$ cat config.mk
export PLATFORM = sky130hd
export DESIGN_NAME = engine_seq_ctrl_flat
export DESIGN_NICKNAME = d
export VERILOG_FILES = /design/src/rtl/engine_seq_ctrl_if.sv /design/src/rtl/engine_seq_ctrl.sv /design/src/flat_wrapper.sv
export SDC_FILE = /design/constraint.sdc
export NUM_CORES = 1
export LEC_CHECK = 0
export CAP_MARGIN = 20
export CORE_AREA = 5 5 267 269
export CTS_CLUSTER_SIZE = 10
export DETAILED_ROUTE_END_ITERATION = 7
export DIE_AREA = 0 0 272 274
export GPL_TIMING_DRIVEN = 1
export PLACE_DENSITY = 0.58
export SLEW_MARGIN = 20
export SYNTH_ARGS = -nofsm -noshare
export SYNTH_HDL_FRONTEND = slang
export SYNTH_HIERARCHICAL = 1
export SYNTH_SLANG_ARGS = --single-unit
$ cat constraint.sdc
create_clock -name clk -period 11.3 [get_ports clk]
set_input_delay 1.13 -clock clk [delete_from_list [all_inputs] [get_ports clk]]
set_output_delay 1.13 -clock clk [all_outputs]
set_load 0.01 [all_outputs]
$ cat src/rtl/engine_seq_ctrl_if.sv
// Operand/result bus between the fetch logic (master) and the engine sequencer (slave).
interface engine_seq_ctrl_if #(
  parameter int DATA_WIDTH   = 16,
  parameter int WEIGHT_WIDTH = 4,
  parameter int RESULT_WIDTH = 16,
  parameter int NUM_PE       = 4,
  parameter int DATA_NUM     = 4,
  parameter int CNT_WIDTH    = 8
);
  logic                                     start;
  logic [CNT_WIDTH-1:0]                     k_tiles;
  logic                                     busy;
  logic                                     in_valid;
  logic                                     in_ready;
  logic [NUM_PE*DATA_NUM*DATA_WIDTH-1:0]    in_data;
  logic [DATA_NUM*WEIGHT_WIDTH-1:0]         in_weight;
  logic [NUM_PE*DATA_NUM*DATA_WIDTH-1:0]    eng_data;
  logic [DATA_NUM*WEIGHT_WIDTH-1:0]         eng_weight;
  logic [NUM_PE*RESULT_WIDTH-1:0]           eng_result;
  logic                                     out_valid;
  logic                                     out_ready;
  logic [NUM_PE*RESULT_WIDTH-1:0]           out_result;

  modport master (
    output start, k_tiles, in_valid, in_data, in_weight, eng_result, out_ready,
    input  busy, in_ready, eng_data, eng_weight, out_valid, out_result
  );

  modport slave (
    input  start, k_tiles, in_valid, in_data, in_weight, eng_result, out_ready,
    output busy, in_ready, eng_data, eng_weight, out_valid, out_result
  );
endinterface

$ cat src/rtl/engine_seq_ctrl.sv
// Job sequencer for the 4-PE dot-product engine: streams K beats onto the
// engine operand bus and accumulates each PE's result across the job.

module engine_seq_acc #(
  parameter int RESULT_WIDTH = 16
) (
  input  logic                    clk,
  input  logic                    rst,
  input  logic                    clr,
  input  logic                    en,
  input  logic [RESULT_WIDTH-1:0] res,
  output logic [RESULT_WIDTH-1:0] acc
);
  always_ff @(posedge clk or posedge rst) begin
    if (rst)      acc <= '0;
    else if (clr) acc <= '0;
    else if (en)  acc <= acc + res;
  end
endmodule

module engine_seq_ctrl #(
  parameter int DATA_WIDTH   = 16,
  parameter int WEIGHT_WIDTH = 4,
  parameter int RESULT_WIDTH = 16,
  parameter int NUM_PE       = 4,
  parameter int DATA_NUM     = 4,
  parameter int CNT_WIDTH    = 8
) (
  input  logic              clk,
  input  logic              rst,
  engine_seq_ctrl_if.slave  bus
);
  typedef enum logic [1:0] {IDLE, RUN, DONE} state_t;

  state_t                                state;
  logic [CNT_WIDTH-1:0]                  k_lat;
  logic [CNT_WIDTH-1:0]                  cnt;
  logic                                  pend;
  logic                                  accept;
  logic                                  clr;
  logic                                  last_acc;
  logic [NUM_PE*DATA_NUM*DATA_WIDTH-1:0] data_q;
  logic [DATA_NUM*WEIGHT_WIDTH-1:0]      wt_q;
  logic [NUM_PE-1:0][RESULT_WIDTH-1:0]   res_v;
  logic [NUM_PE-1:0][RESULT_WIDTH-1:0]   acc_v;

  assign bus.in_ready   = (state == RUN) && (cnt < k_lat);
  assign accept         = bus.in_valid && bus.in_ready;
  assign clr            = (state == IDLE) && bus.start;
  // cnt already counts the beat whose result is being folded in this cycle
  assign last_acc       = pend && (cnt == k_lat);
  assign res_v          = bus.eng_result;
  assign bus.out_result = acc_v;
  assign bus.eng_data   = data_q;
  assign bus.eng_weight = wt_q;

  for (genvar g = 0; g < NUM_PE; g++) begin : g_pe
    engine_seq_acc #(.RESULT_WIDTH(RESULT_WIDTH)) u_acc (
      .clk (clk),
      .rst (rst),
      .clr (clr),
      .en  (pend),
      .res (res_v[g]),
      .acc (acc_v[g])
    );
  end

  always_ff @(posedge clk or posedge rst) begin
    if (rst) begin
      state         <= IDLE;
      bus.busy      <= 1'b0;
      bus.out_valid <= 1'b0;
      k_lat         <= '0;
      cnt           <= '0;
      pend          <= 1'b0;
      data_q        <= '0;
      wt_q          <= '0;
    end else begin
      pend <= accept;
      if (accept) begin
        data_q <= bus.in_data;
        wt_q   <= bus.in_weight;
        cnt    <= cnt + 1'b1;
      end
      case (state)
        IDLE: if (bus.start) begin
          cnt      <= '0;
          k_lat    <= bus.k_tiles;
          bus.busy <= 1'b1;
          if (bus.k_tiles == '0) begin
            state         <= DONE;
            bus.out_valid <= 1'b1;
          end else begin
            state <= RUN;
          end
        end
        RUN: if (last_acc) begin
          state         <= DONE;
          bus.out_valid <= 1'b1;
        end
        DONE: if (bus.out_valid && bus.out_ready) begin
          state         <= IDLE;
          bus.busy      <= 1'b0;
          bus.out_valid <= 1'b0;
        end
        default: state <= IDLE;
      endcase
    end
  end
endmodule
$ cat src/flat_wrapper.sv
// flat-port wrapper written by rule: the top's interface ports become plain ports
module engine_seq_ctrl_flat 
#(
  parameter int DATA_WIDTH   = 16,
  parameter int WEIGHT_WIDTH = 4,
  parameter int RESULT_WIDTH = 16,
  parameter int NUM_PE       = 4,
  parameter int DATA_NUM     = 4,
  parameter int CNT_WIDTH    = 8
)
  (clk, rst, bus_start, bus_k_tiles, bus_in_valid, bus_in_data, bus_in_weight, bus_eng_result, bus_out_ready, bus_busy, bus_in_ready, bus_eng_data, bus_eng_weight, bus_out_valid, bus_out_result);
  engine_seq_ctrl_if #(.DATA_WIDTH(DATA_WIDTH), .WEIGHT_WIDTH(WEIGHT_WIDTH), .RESULT_WIDTH(RESULT_WIDTH), .NUM_PE(NUM_PE), .DATA_NUM(DATA_NUM), .CNT_WIDTH(CNT_WIDTH)) bus_i ();
  input  logic clk;
  input  logic rst;
  input wire logic [$bits(bus_i.start)-1:0] bus_start;
  input wire logic [$bits(bus_i.k_tiles)-1:0] bus_k_tiles;
  input wire logic [$bits(bus_i.in_valid)-1:0] bus_in_valid;
  input wire logic [$bits(bus_i.in_data)-1:0] bus_in_data;
  input wire logic [$bits(bus_i.in_weight)-1:0] bus_in_weight;
  input wire logic [$bits(bus_i.eng_result)-1:0] bus_eng_result;
  input wire logic [$bits(bus_i.out_ready)-1:0] bus_out_ready;
  output wire logic [$bits(bus_i.busy)-1:0] bus_busy;
  output wire logic [$bits(bus_i.in_ready)-1:0] bus_in_ready;
  output wire logic [$bits(bus_i.eng_data)-1:0] bus_eng_data;
  output wire logic [$bits(bus_i.eng_weight)-1:0] bus_eng_weight;
  output wire logic [$bits(bus_i.out_valid)-1:0] bus_out_valid;
  output wire logic [$bits(bus_i.out_result)-1:0] bus_out_result;
  assign bus_i.start = bus_start;
  assign bus_i.k_tiles = bus_k_tiles;
  assign bus_i.in_valid = bus_in_valid;
  assign bus_i.in_data = bus_in_data;
  assign bus_i.in_weight = bus_in_weight;
  assign bus_i.eng_result = bus_eng_result;
  assign bus_i.out_ready = bus_out_ready;
  assign bus_busy = bus_i.busy;
  assign bus_in_ready = bus_i.in_ready;
  assign bus_eng_data = bus_i.eng_data;
  assign bus_eng_weight = bus_i.eng_weight;
  assign bus_out_valid = bus_i.out_valid;
  assign bus_out_result = bus_i.out_result;
  engine_seq_ctrl #(.DATA_WIDTH(DATA_WIDTH), .WEIGHT_WIDTH(WEIGHT_WIDTH), .RESULT_WIDTH(RESULT_WIDTH), .NUM_PE(NUM_PE), .DATA_NUM(DATA_NUM), .CNT_WIDTH(CNT_WIDTH)) u_core (.clk(clk), .rst(rst), .bus(bus_i));
endmodule
Word level (Yosys, flattened, before mapping)
Cells that the tools add are included.

Logic and storage cells: 62. Memories kept: 0. Bits in registers: 357. Memory bits (writable): 0. Bits in read-only memories: 0. Latch bits: 0.

Add/subtract/negate cells: 5. $mul: 0. Equal/unequal tests: 7. Reduce and logical (&&, ||, !) cells: 14. Muxes and demuxes: 23. Bitwise logic cells: 0. Shift operators: 0. Div/mod/pow operators: 0. $lt $le $gt $ge: 1.

Operators by type and width (count): $mux 16 (8); $add 16x16->16 (4); $mux 8 (3); $add 8x1->8 const B (1); $eq 8x8->1 (1); $logic_not 8->1 (1); $lt 8x8->1 (1); $mux 2 (4); $pmux 2 s3 (1); $reduce_and 3->1 (2); $logic_and 1x1->1 (5); $mux 1 (5); $reduce_and 5->1 (1); $ne 2x1->1 const B (2); $ne 2x2->1 const B (2); $reduce_bool 2->1 (2); $pmux 1 s3 (1); $reduce_bool 3->1 (1); $eq 2x1->1 const B (1); $eq 2x2->1 const B (1); $logic_not 2->1 (1); $pmux 1 s2 (1); $reduce_and 2->1 (1).

Longest topological paths before layout
Gate-level depths: netlist (run 1).

Depth in word-level cells: 6. Gate-level depth with buffers: 10. Gate-level depth less buffers: 9.

Cells and area by module
Netlist (run 1), hierarchy kept.

Modules (own cells, without submodules): engine_seq_ctrl (times used 1, cells an instance 701, seq. area each 7332.0 µm², area an instance 12408.2 µm²); engine_seq_acc (u_core.g_pe[1].u_acc ...) (times used 2, cells an instance 162, seq. area each 400.4 µm², area an instance 1395.1 µm²); engine_seq_acc (u_core.g_pe[0].u_acc) (times used 1, cells an instance 163, seq. area each 400.4 µm², area an instance 1408.9 µm²); engine_seq_acc (u_core.g_pe[3].u_acc) (times used 1, cells an instance 167, seq. area each 400.4 µm², area an instance 1398.8 µm²).

Worst setup path after synthesis (run 1)
OpenSTA, ideal clock, no wires.

Kind: in2reg. Start: input bus_eng_result[28]. End: register u_core.g_pe[1].u_acc.acc[15]. Setup time: 0.128 ns. Data required time: 11.172 ns. Setup slack: 8.335 ns. Data arrival time: 2.837 ns. Cell stages on the path: 7. Path through: ha_1 -> a21o_1 -> a21o_1 -> a221o_1 -> a31oi_2 -> mux2i_1 -> mux2_1.

Word-level cells in the longest chain between the ends: 3.

Ends and longest elaborated chain: from (decl) (RTL line flat_wrapper.sv:20) `input wire logic [$bits(bus_i.eng_result)-1:0] bus_eng_result;`; $add 16x16->16 (RTL line engine_seq_ctrl.sv:17) `else if (en) acc <= acc + res;`; $mux 16 (RTL line engine_seq_ctrl.sv:17); $mux 16 (RTL line engine_seq_ctrl.sv:16) `else if (clr) acc <= '0;`; to (signal assigned) (RTL line engine_seq_ctrl.sv:17); to (decl) (RTL line engine_seq_ctrl.sv:12) `output logic [RESULT_WIDTH-1:0] acc`.

Every way passes these cells. The select of a mux whose other input is x is not followed. A chain may end at the register's enable or synchronous reset.

Worst setup path in the final report (run 1)
Start: register u_core.cnt[3]. End: output bus_in_ready.

Word-level cells in the longest chain between the ends: 2.

Ends and longest elaborated chain: from (decl) (RTL line engine_seq_ctrl.sv:37) `logic [CNT_WIDTH-1:0] cnt;`; from (signal assigned) (RTL line engine_seq_ctrl.sv:83) `cnt <= cnt + 1'b1;`; $lt 8x8->1 (RTL line engine_seq_ctrl.sv:47) `assign bus.in_ready = (state == RUN) && (cnt < k_lat);`; $logic_and 1x1->1 (RTL line engine_seq_ctrl.sv:47); to (decl) (RTL line flat_wrapper.sv:23) `output wire logic [$bits(bus_i.in_ready)-1:0] bus_in_ready;`.

Every way passes these cells.

==> results of run 1 <==
==> worst max-delay path: stages, from the launching register on <==
cell             delay (ns)
dfrtp_1                0.43
ha_1                   0.31
nand2_1                0.07
o21bai_1               0.17
a21oi_1                0.64
nor2_1                 0.16
clkdlybuf4s50_1        0.54
==> metal layers <==
metal  global-route usage (%)  up-vias
li1                         -     6293
met1                    17.86     6712
met2                    28.91      499
met4                    7.791       10
met5                        0        -
met3                    7.097      124
==> cells by family after synthesis <==
family	after synthesis	share of synthesized area, %
buf+inv	98	4.864
mux	302	22.88
flops	357	49.61
compound gates	233	8.693
fa+ha+maj	73	5.239
simple gates	262	7.255
xor+xnor	30	1.459
==> cell type report <==
type                    count  area share [%]
diodes                     20          0.1869
clock buffers              63           4.650
clock inverters             7          0.4486
inverters                  42          0.6776
multi-input cells         900           30.61
flip-flops and latches    357           33.38
well taps                 882           4.121
repair buffers            693           25.93
==> path summary, 6_finish.rpt <==
path / from / end / slack, ns
worst max-delay path: u_core/cnt[3] / bus_in_ready / 7.29
worst max register to register: u_core/cnt[1] / u_core/bus.eng_data[104] / 7.96
min in group asynchronous: rst / u_core/state[0] / 1.15
worst min-delay path: u_core/bus.eng_data[131] / u_core/bus.eng_data[131] / 0.50
worst min register to register: u_core/bus.eng_data[131] / u_core/bus.eng_data[131] / 0.50
max in group asynchronous: rst / u_core/bus.eng_data[160] / 8.26
==> power groups by stage <==
stage               registers, W  logic [W]  clock network (W)
CTS                      0.00235    0.00419            0.00143
global route             0.00243    0.00442            0.00148
floorplan                0.00255    0.00217                  0
global placement         0.00234    0.00412                  0
detailed placement       0.00236    0.00416                  0
finish                   0.00234    0.00415            0.00138
==> state kept, by name, summed over array words and instances, names as in the netlist <==
signal                 cells
u_core/bus.eng_weight     16
u_core/k_lat               8
u_core/g_pe.u_acc/acc     64
u_core/state               2
u_core/cnt                 8
u_core/pend                1
u_core/bus.out_valid       1
u_core/bus.busy            1
u_core/bus.eng_data      256
==> metrics by stage <==
step	hold slack [ns]	std cells	total power, W	setup WS, ns	cell area, sq um
after floorplan	0.4862	1355	0.004716	2.079	18010
after global placement	0.4889	2874	0.006463	7.077	25350
after detailed placement	0.4904	2874	0.006523	6.973	25350
after CTS	0.5069	2944	0.007962	7.278	26720
after global routing	0.5160	2963	0.008326	7.092	26770
final	0.5025	2964	0.007869	7.291	26780
==> layout by cell type (no fill, tap or decap), types with 7 or more instances in the layout <==
| master | Yosys | layout |
|---|---|---|
| mux2_4 | 200 | 200 |
| clkbuf_1 | 18 | 14 |
| diode_2 | 0 | 20 |
| a31oi_1 | 7 | 7 |
| nor3_1 | 11 | 11 |
| nor2_1 | 71 | 71 |
| o21ai_0 | 34 | 34 |
| inv_1 | 40 | 39 |
| a21oi_1 | 57 | 57 |
| mux2_2 | 74 | 74 |
| o21a_1 | 10 | 10 |
| nand2_1 | 74 | 74 |
| or3_1 | 7 | 7 |
| dfrtp_1 | 357 | 356 |
| xor2_1 | 8 | 8 |
| nor2b_1 | 12 | 12 |
| nor3b_1 | 8 | 8 |
| o211ai_1 | 20 | 20 |
| nand3_1 | 27 | 27 |
| nand3b_1 | 8 | 8 |
| clkbuf_16 | 0 | 46 |
| clkdlybuf4s50_1 | 0 | 687 |
| a211oi_1 | 19 | 19 |
| mux2i_1 | 26 | 26 |
| ha_1 | 69 | 69 |
| nand2b_1 | 8 | 8 |
| xnor2_1 | 22 | 22 |
| a21o_1 | 23 | 23 |
==> flow_summary.json, run 1 <==
{
  "num_rows": 96,
  "vias": 13640,
  "worstPathArrival_ns": 2.88,
  "ys_async_sr_fraction_pct": 100.0,
  "core_sq_um": 68350,
  "finalMaxSlewViolations": 0,
  "rsz0062_at_grt": "false",
  "fillCellCount": 6482,
  "ant_nets": 0,
  "hold_violations": 0,
  "met1_length_um": 24230,
  "yosys.area.top_type": "dfrtp_1",
  "start_kind": "flip-flop",
  "crit_required_ns": 10.17,
  "finalSetupTns_ns": 0,
  "clk_pin_slew_ns": 0.05,
  "die_w_um": 272,
  "synth-seq-cells": 357,
  "hp-class": "reg -> reg",
  "grt.overflow.total": 0,
  "p_seq_share_pct": 29.8,
  "place_congestion": 0.8478,
  "wl_per_cell_um": 22.58,
  "grt_pass1_vias": 14090,
  "dp_hpwl_um": 52160,
  "slew_headroom_pct": 24.63,
  "netlist_area_sq_um": 18010,
  "post-cts-setup-buffers": 0,
  "intPower_w": 0.005095,
  "grt_pass1_wl_um": 95000,
  "post-route-min-period_ns": 4.009,
  "synth_flop_cell": "dfrtp_1",
  "pwr_density_cell_nw_per_um2": 293.9,
  "dr_wl_met3_um": 6529,
  "final_util_pct": 39.18,
  "p_sw_share_pct": 35.25,
  "worst_pin_slew_ns": 1.131,
  "cts_tree": "built",
  "grt_usage_pct": 16.77,
  "power.switching_w": 0.002774,
  "drc": 0,
  "finalSetupViolations": 0,
  "synth_fp_nets": 1777,
  "synth_most_common_cell": "dfrtp_1",
  "viasPerCell": 4.601,
  "synth.avg_cell_area_sq_um": 13.29,
  "outcome": "finished, final reports clean",
  "p_leak_nw": 11.42,
  "critPathKind": "reg -> out",
  "hold_depth": 1,
  "yosysWarnings": 6,
  "synthDistinctLibCells": 73,
  "post_cts_resized": 0,
  "ff_latch_area_sq_um": 8937,
  "synthCells": 1355,
  "grt_max_degree": 146,
  "first_pass_iters": 5,
  "yosysSeqAreaShare_pct": 49.61,
  "skew_ns": 0.01918,
  "layout-drive-gt1-share_pct": 17.12,
  "syn_to_final_growth_pct": 48.70,
  "highest_layer": "met5",
  "r2r_cells": 8,
  "ioPinCount": 688,
  "cts_buffers": 46,
  "multi_input_area_sq_um": 8197,
  "h-tree-depth": 2,
  "maxCapViolCount": 0,
  "netlist_top_cells_count": "dfrtp_1 (357), mux2_4 (200), mux2_2 (74), nand2_1 (74), nor2_1 (71)",
  "crit_fanout": 12,
  "ctsHoldBuffers": 0,
  "synth_edf_count": 0,
  "drtIter0Drc": 823,
  "start_util_pct": 26.35,
  "portBuffers": 687,
  "period_share_pct": 35.48,
  "synth.area.top_cells": "dfrtp_1 (50%), mux2_4 (17%), ha_1 (4.8%)",
  "synth_top_area_share_pct": 49.61,
  "dr_wl_met2_um": 33790,
  "die_y_um": 274,
  "cts_buffer_depth": 3,
  "cts.sinks": 357,
  "timing.fmax_mhz": 249.4,
  "routed_wl_um": 66920,
  "die-area_sq_um": 74530,
  "clockPowerShare_pct": 17.5,
  "nets": 2462,
  "antenna_found_initial": 33,
  "comb_power_share_pct": 52.7,
  "cp-end-kind": "output pin",
  "ir_worst_vdd_mv": 0.1483,
  "clk_latency_ns": 0.57,
  "cts_root_buffer": "clkbuf_16"
}
(Power assumes the default switching activity.)
==> run 2: changes to the inputs <==
--- a/config.mk
+++ b/config.mk
@@ -11,7 +11,7 @@
 export DETAILED_ROUTE_END_ITERATION = 7
 export DIE_AREA = 0 0 272 274
 export GPL_TIMING_DRIVEN = 1
-export PLACE_DENSITY = 0.58
+export PLACE_DENSITY = 0.6
 export SLEW_MARGIN = 20
 export SYNTH_ARGS = -nofsm -noshare
 export SYNTH_HDL_FRONTEND = slang
==> constraint.sdc (replaced) <==
create_clock -name clk -period 3.4 [get_ports clk]
set_input_delay 0.34 -clock clk [delete_from_list [all_inputs] [get_ports clk]]
set_output_delay 0.34 -clock clk [all_outputs]
set_load 0.01 [all_outputs]
==> flow_summary.json, run 2 (synthesis gave the netlist of run 1 again) <==
{
  "period_share_pct": 91.31,
  "grt_usage_pct": 16.52,
  "place_area_sq_um": 25660,
  "worstPathArrival_ns": 2.76,
  "critPathKind": "reg -> out",
  "r2r_end": "u_core/bus.eng_data[93]",
  "hp-class": "in -> reg",
  "fin_area_sq_um": 27090,
  "viasPerCell": 4.629,
  "grt.overflow.total": 0,
  "r2r_cells": 8,
  "crit_buf_inv": 1,
  "h-tree-depth": 2,
  "grt_max_degree": 86,
  "grt_pass1_vias": 14330,
  "routed_wl_um": 65650,
  "post-route-min-period_ns": 3.105,
  "portBuffers": 687,
  "wl_per_cell_um": 22.08,
  "cts_root_buffer": "clkbuf_16",
  "timing.fmax_mhz": 322.1,
  "ioPinCount": 688,
  "crit_start": "u_core/cnt[6]",
  "skew_ns": 0.02132,
  "cp-end-kind": "output pin",
  "finalSetupViolations": 0,
  "layout_commonest_cell": "clkdlybuf4s50_1",
  "multi_input_area_sq_um": 8200,
  "syn_to_final_growth_pct": 50.43,
  "drtIter0Drc": 721,
  "cts_buffers": 46,
  "crit_fanout": 12,
  "num_rows": 96,
  "final_util_pct": 39.63,
  "finalMaxSlewViolations": 0,
  "crit_required_ns": 3.06,
  "core_sq_um": 68350,
  "cts_tree": "built",
  "place_congestion": 0.8840,
  "die_y_um": 274,
  "cts.sinks": 357,
  "antenna_found_initial": 22,
  "slew_headroom_pct": 49.42,
  "r2r-start": "u_core/cnt[1]",
  "outcome": "finished, final reports clean",
  "p_leak_nw": 11.60,
  "cp_num_cells": 5,
  "nets": 2483,
  "fillCellCount": 6468,
  "drc": 0,
  "clk_latency_ns": 0.57,
  "power.total_w": 0.02637,
  "ant_nets": 0,
  "start_kind": "flip-flop",
  "path_delay_family": "compound AO/OA/AOI/OAI gates",
  "first_pass_iters": 5,
  "die-area_sq_um": 74530,
  "hold_violations": 0,
  "cts_buffer_depth": 3,
  "dp_hpwl_um": 52260,
  "post-cts-setup-buffers": 0,
  "slowest_delay_ns": 0.61,
  "layout-drive-gt1-share_pct": 18.34,
  "start_util_pct": 26.35,
  "rsz0062_at_grt": "false",
  "slowest_stage": "o211ai_1",
  "pwr_density_cell_nw_per_um2": 973.6,
  "ff_latch_area_sq_um": 8937,
  "r2r_slack_ns": 0.71,
  "maxCapViolCount": 0,
  "die_w_um": 272,
  "layout_common_cells": "clkdlybuf4s50_1 (687), dfrtp_1 (356), mux2_4 (200), nand2_1 (74), mux2_2 (74)",
  "vias": 13760,
  "min_to": "u_core/bus.eng_data[202]",
  "grt_pass1_wl_um": 94710,
  "worst_pin_slew_ns": 0.7572,
  "path_cells": "ha_1 -> a21oi_1 -> o211ai_1 -> nor2_1 -> clkdlybuf4s50_1",
  "largest_reg_flops": 256,
  "clk_pin_slew_ns": 0.06,
  "hold_start": "bus_in_data[202]",
  "ir_worst_vdd_mv": 0.4354,
  "hold_depth": 2
}
==> run 2: cell type report <==
cell class | instances | share of cell area, %
Sequential cell | 357 | 32.99
Clock buffer | 60 | 4.702
Clock inverter | 10 | 0.4896
Timing Repair Buffer | 714 | 26.74
Multi-Input combinational cell | 900 | 30.27
Tap cell | 882 | 4.074
Inverter | 42 | 0.6559
Antenna cell | 8 | 0.07391
==> run 2: worst register-to-register path, stage by stage (launching register included) <==
cell and delay (ns):
dfrtp_1 0.41, ha_1 0.30, nor2b_1 0.14, o21bai_1 0.22
a21o_1 0.19, nand3_4 0.16, inv_16 0.35, buf_12 0.45
mux2_2 0.37
==> run 2: stage by stage <==
| step | TNS (ns) | hold slack, ns | cells | worst slack, ns |
|---|---|---|---|---|
| after detailed placement | 0 | 0.4916 | 2895 | 0.6424 |
| after CTS | 0 | 0.3321 | 2965 | 0.05738 |
| after floorplan | -242.94 | 0.2537 | 1355 | -0.8291 |
| final | 0 | 0.3848 | 2973 | 0.2955 |
| after global placement | 0 | 0.4894 | 2895 | 0.6523 |
| after global routing | 0 | 0.3527 | 2969 | 0.04764 |
==> run 2: layer usage <==
layer  up-vias  part of all wire, %  GRT usage [%]  routed length, um
met5         -                0.041              0                 27
met4         4                  2.1          4.264               1360
met3        98                  8.2          5.557               5382
met2       519                   51          29.65              33750
met1      6796                   38          18.91              25130
li1       6345                    -              -                  -
==> run 2: worst max path at each step <==
stage / to
after floorplan: u_core/bus.busy
after global placement: u_core/g_pe[3].u_acc/acc[12]
after detailed placement: u_core/g_pe[3].u_acc/acc[15]
after CTS: bus_in_ready
after global routing: bus_in_ready
final: bus_in_ready
==> run 2: repair_timing <==
item	in CTS	in global routing
endpoints found under the setup margin	0	1
resized for setup	0	1
hold buffers	0	0
==> run 2: report_power, final <==
group / leakage, nW / switching (W) / internal [W] / total (W)
registers: 4.25 / 0.00140 / 0.00637 / 0.00777
logic: 6.66 / 0.00601 / 0.00795 / 0.0140
clock network: 0.691 / 0.00188 / 0.00276 / 0.00464
==> run 3: changes to the inputs <==
--- a/config.mk
+++ b/config.mk
@@ -7,11 +7,13 @@
 export LEC_CHECK = 0
 export CAP_MARGIN = 20
 export CORE_AREA = 5 5 267 269
+export CTS_CLUSTER_DIAMETER = 80
 export CTS_CLUSTER_SIZE = 10
 export DETAILED_ROUTE_END_ITERATION = 7
 export DIE_AREA = 0 0 272 274
 export GPL_TIMING_DRIVEN = 1
 export PLACE_DENSITY = 0.6
+export SKIP_LAST_GASP = 1
 export SLEW_MARGIN = 20
 export SYNTH_ARGS = -nofsm -noshare
 export SYNTH_HDL_FRONTEND = slang
==> flow_summary.json, run 3 (synthesis gave the netlist of run 1 again) <==
{
  "outcome": "finished, final reports clean",
  "grt_max_degree": 86,
  "die-area_sq_um": 74530,
  "dp_hpwl_um": 52260,
  "rsz0062_at_grt": "false",
  "die_y_um": 274,
  "maxCapViolCount": 0,
  "ioPinCount": 688,
  "drc": 0,
  "first_pass_iters": 5,
  "viasPerCell": 4.616,
  "grt_usage_pct": 16.54,
  "drtIter0Drc": 660,
  "cts_root_buffer": "clkbuf_16",
  "skew_ns": 0.01791,
  "cts_tree": "built",
  "slew_headroom_pct": 48.94,
  "hp-class": "in -> reg",
  "period_share_pct": 91.13,
  "place_area_sq_um": 25660,
  "cp-end-kind": "output pin",
  "grt.overflow.total": 0,
  "power.total_w": 0.02606,
  "crit_required_ns": 3.06,
  "ir_worst_vdd_mv": 0.4223,
  "largest_reg_flops": 256,
  "layout_commonest_cell": "clkdlybuf4s50_1",
  "finalSetupViolations": 0,
  "hold_violations": 0,
  "crit_fanout": 12,
  "grt_pass1_vias": 14390,
  "clk_latency_ns": 0.57,
  "start_kind": "flip-flop",
  "portBuffers": 687,
  "cts_buffer_depth": 3,
  "pwr_density_cell_nw_per_um2": 967.0,
  "post-cts-setup-buffers": 0,
  "layout-drive-gt1-share_pct": 18.06,
  "cts.sinks": 357,
  "finalMaxSlewViolations": 0,
  "post-route-min-period_ns": 3.098,
  "syn_to_final_growth_pct": 49.70,
  "timing.hold.ws_ns": 0.3819,
  "nets": 2481,
  "place_congestion": 0.8840,
  "p_leak_nw": 11.53,
  "final_util_pct": 39.44,
  "worstPathArrival_ns": 2.76,
  "r2r_slack_ns": 0.74,
  "critPathKind": "reg -> out",
  "num_rows": 96,
  "h-tree-depth": 2,
  "timing.fmax_mhz": 322.8,
  "antenna_found_initial": 23,
  "routed_wl_um": 65640,
  "layout_common_cells": "clkdlybuf4s50_1 (687), dfrtp_1 (356), mux2_4 (200), nand2_1 (74), mux2_2 (74)",
  "wl_per_cell_um": 22.15,
  "cts_buffers": 44,
  "vias": 13680,
  "start_util_pct": 26.35,
  "die_w_um": 272,
  "fillCellCount": 6479,
  "ant_nets": 0,
  "grt_pass1_wl_um": 94850,
  "ctsHoldBuffers": 0,
  "fin_area_sq_um": 26950,
  "core_sq_um": 68350,
  "worst_pin_slew_ns": 0.7643,
  "clk_pin_slew_ns": 0.06
}
run 3: cell types whose count changed in the layout (fill, tap and decap cells not counted), sizes merged:
cell    previous run  this run
clkinv             5         3
inv               43        44
diode              8        11
bufinv             2         1
clkbuf            60        50
run 3: power by group:
group          total (W)  internal, W  switching (W)  leakage, nW
clock            0.00434      0.00250        0.00185        0.623
sequential       0.00778      0.00637        0.00141         4.25
combinational     0.0139      0.00795        0.00599         6.66
run 3: worst paths after layout:
kind | from | end | depth (start not counted)
setup / recovery | u_core/cnt[6] | bus_in_ready | 5
hold / removal | bus_start | u_core/state[0] | 3
setup reg to reg | u_core/cnt[1] | u_core/bus.eng_data[93] | 8
hold reg to reg | u_core/bus.eng_data[141] | u_core/bus.eng_data[141] | 1
max in group asynchronous | rst | u_core/bus.eng_data[183] | 3
min in group asynchronous | rst | u_core/g_pe[3].u_acc/acc[11] | 2
run 3: final cells by class:
type | count | area [sq um] | share of cell area, %
inverter | 42 | 177.7 | 0.6591
clock inverter | 8 | 101.3 | 0.3760
tap | 882 | 1104 | 4.094
antenna | 11 | 27.53 | 0.1021
sequential | 357 | 8937 | 33.16
timing repair buffer | 714 | 7242 | 26.87
multi-input combinational | 900 | 8200 | 30.42
clock buffer | 50 | 1165 | 4.322
run 3: layer usage:
layer / wire (um) / track usage, %
met3: 5345 / 5.452
met4: 1272 / 4.922
met2: 33940 / 29.68
met5: 21 / 0
met1: 25070 / 18.74
run 3: critical path: stages (launching register included):
cell,delay [ns]
dfrtp_1,0.42
ha_1,0.33
a21oi_1,0.09
o211ai_1,0.61
nor2_1,0.22
clkdlybuf4s50_1,0.54
run 3: repair_timing:
action | 4_1_cts | 5_1_grt
gates resized for setup | 0 | 1
setup endpoints to repair | 0 | 1
endpoints found under the hold margin | 0 | 0
run 3: stage by stage:
| step | worst slack, ns | TNS [ns] | instances |
|---|---|---|---|
| floorplan | -0.8291 | -242.94 | 1355 |
| global placement | 0.6523 | 0 | 2895 |
| detailed placement | 0.6424 | 0 | 2895 |
| CTS | 0.04946 | 0 | 2953 |
| global route | 0.04524 | 0 | 2960 |
| finish | 0.3016 | 0 | 2964 |
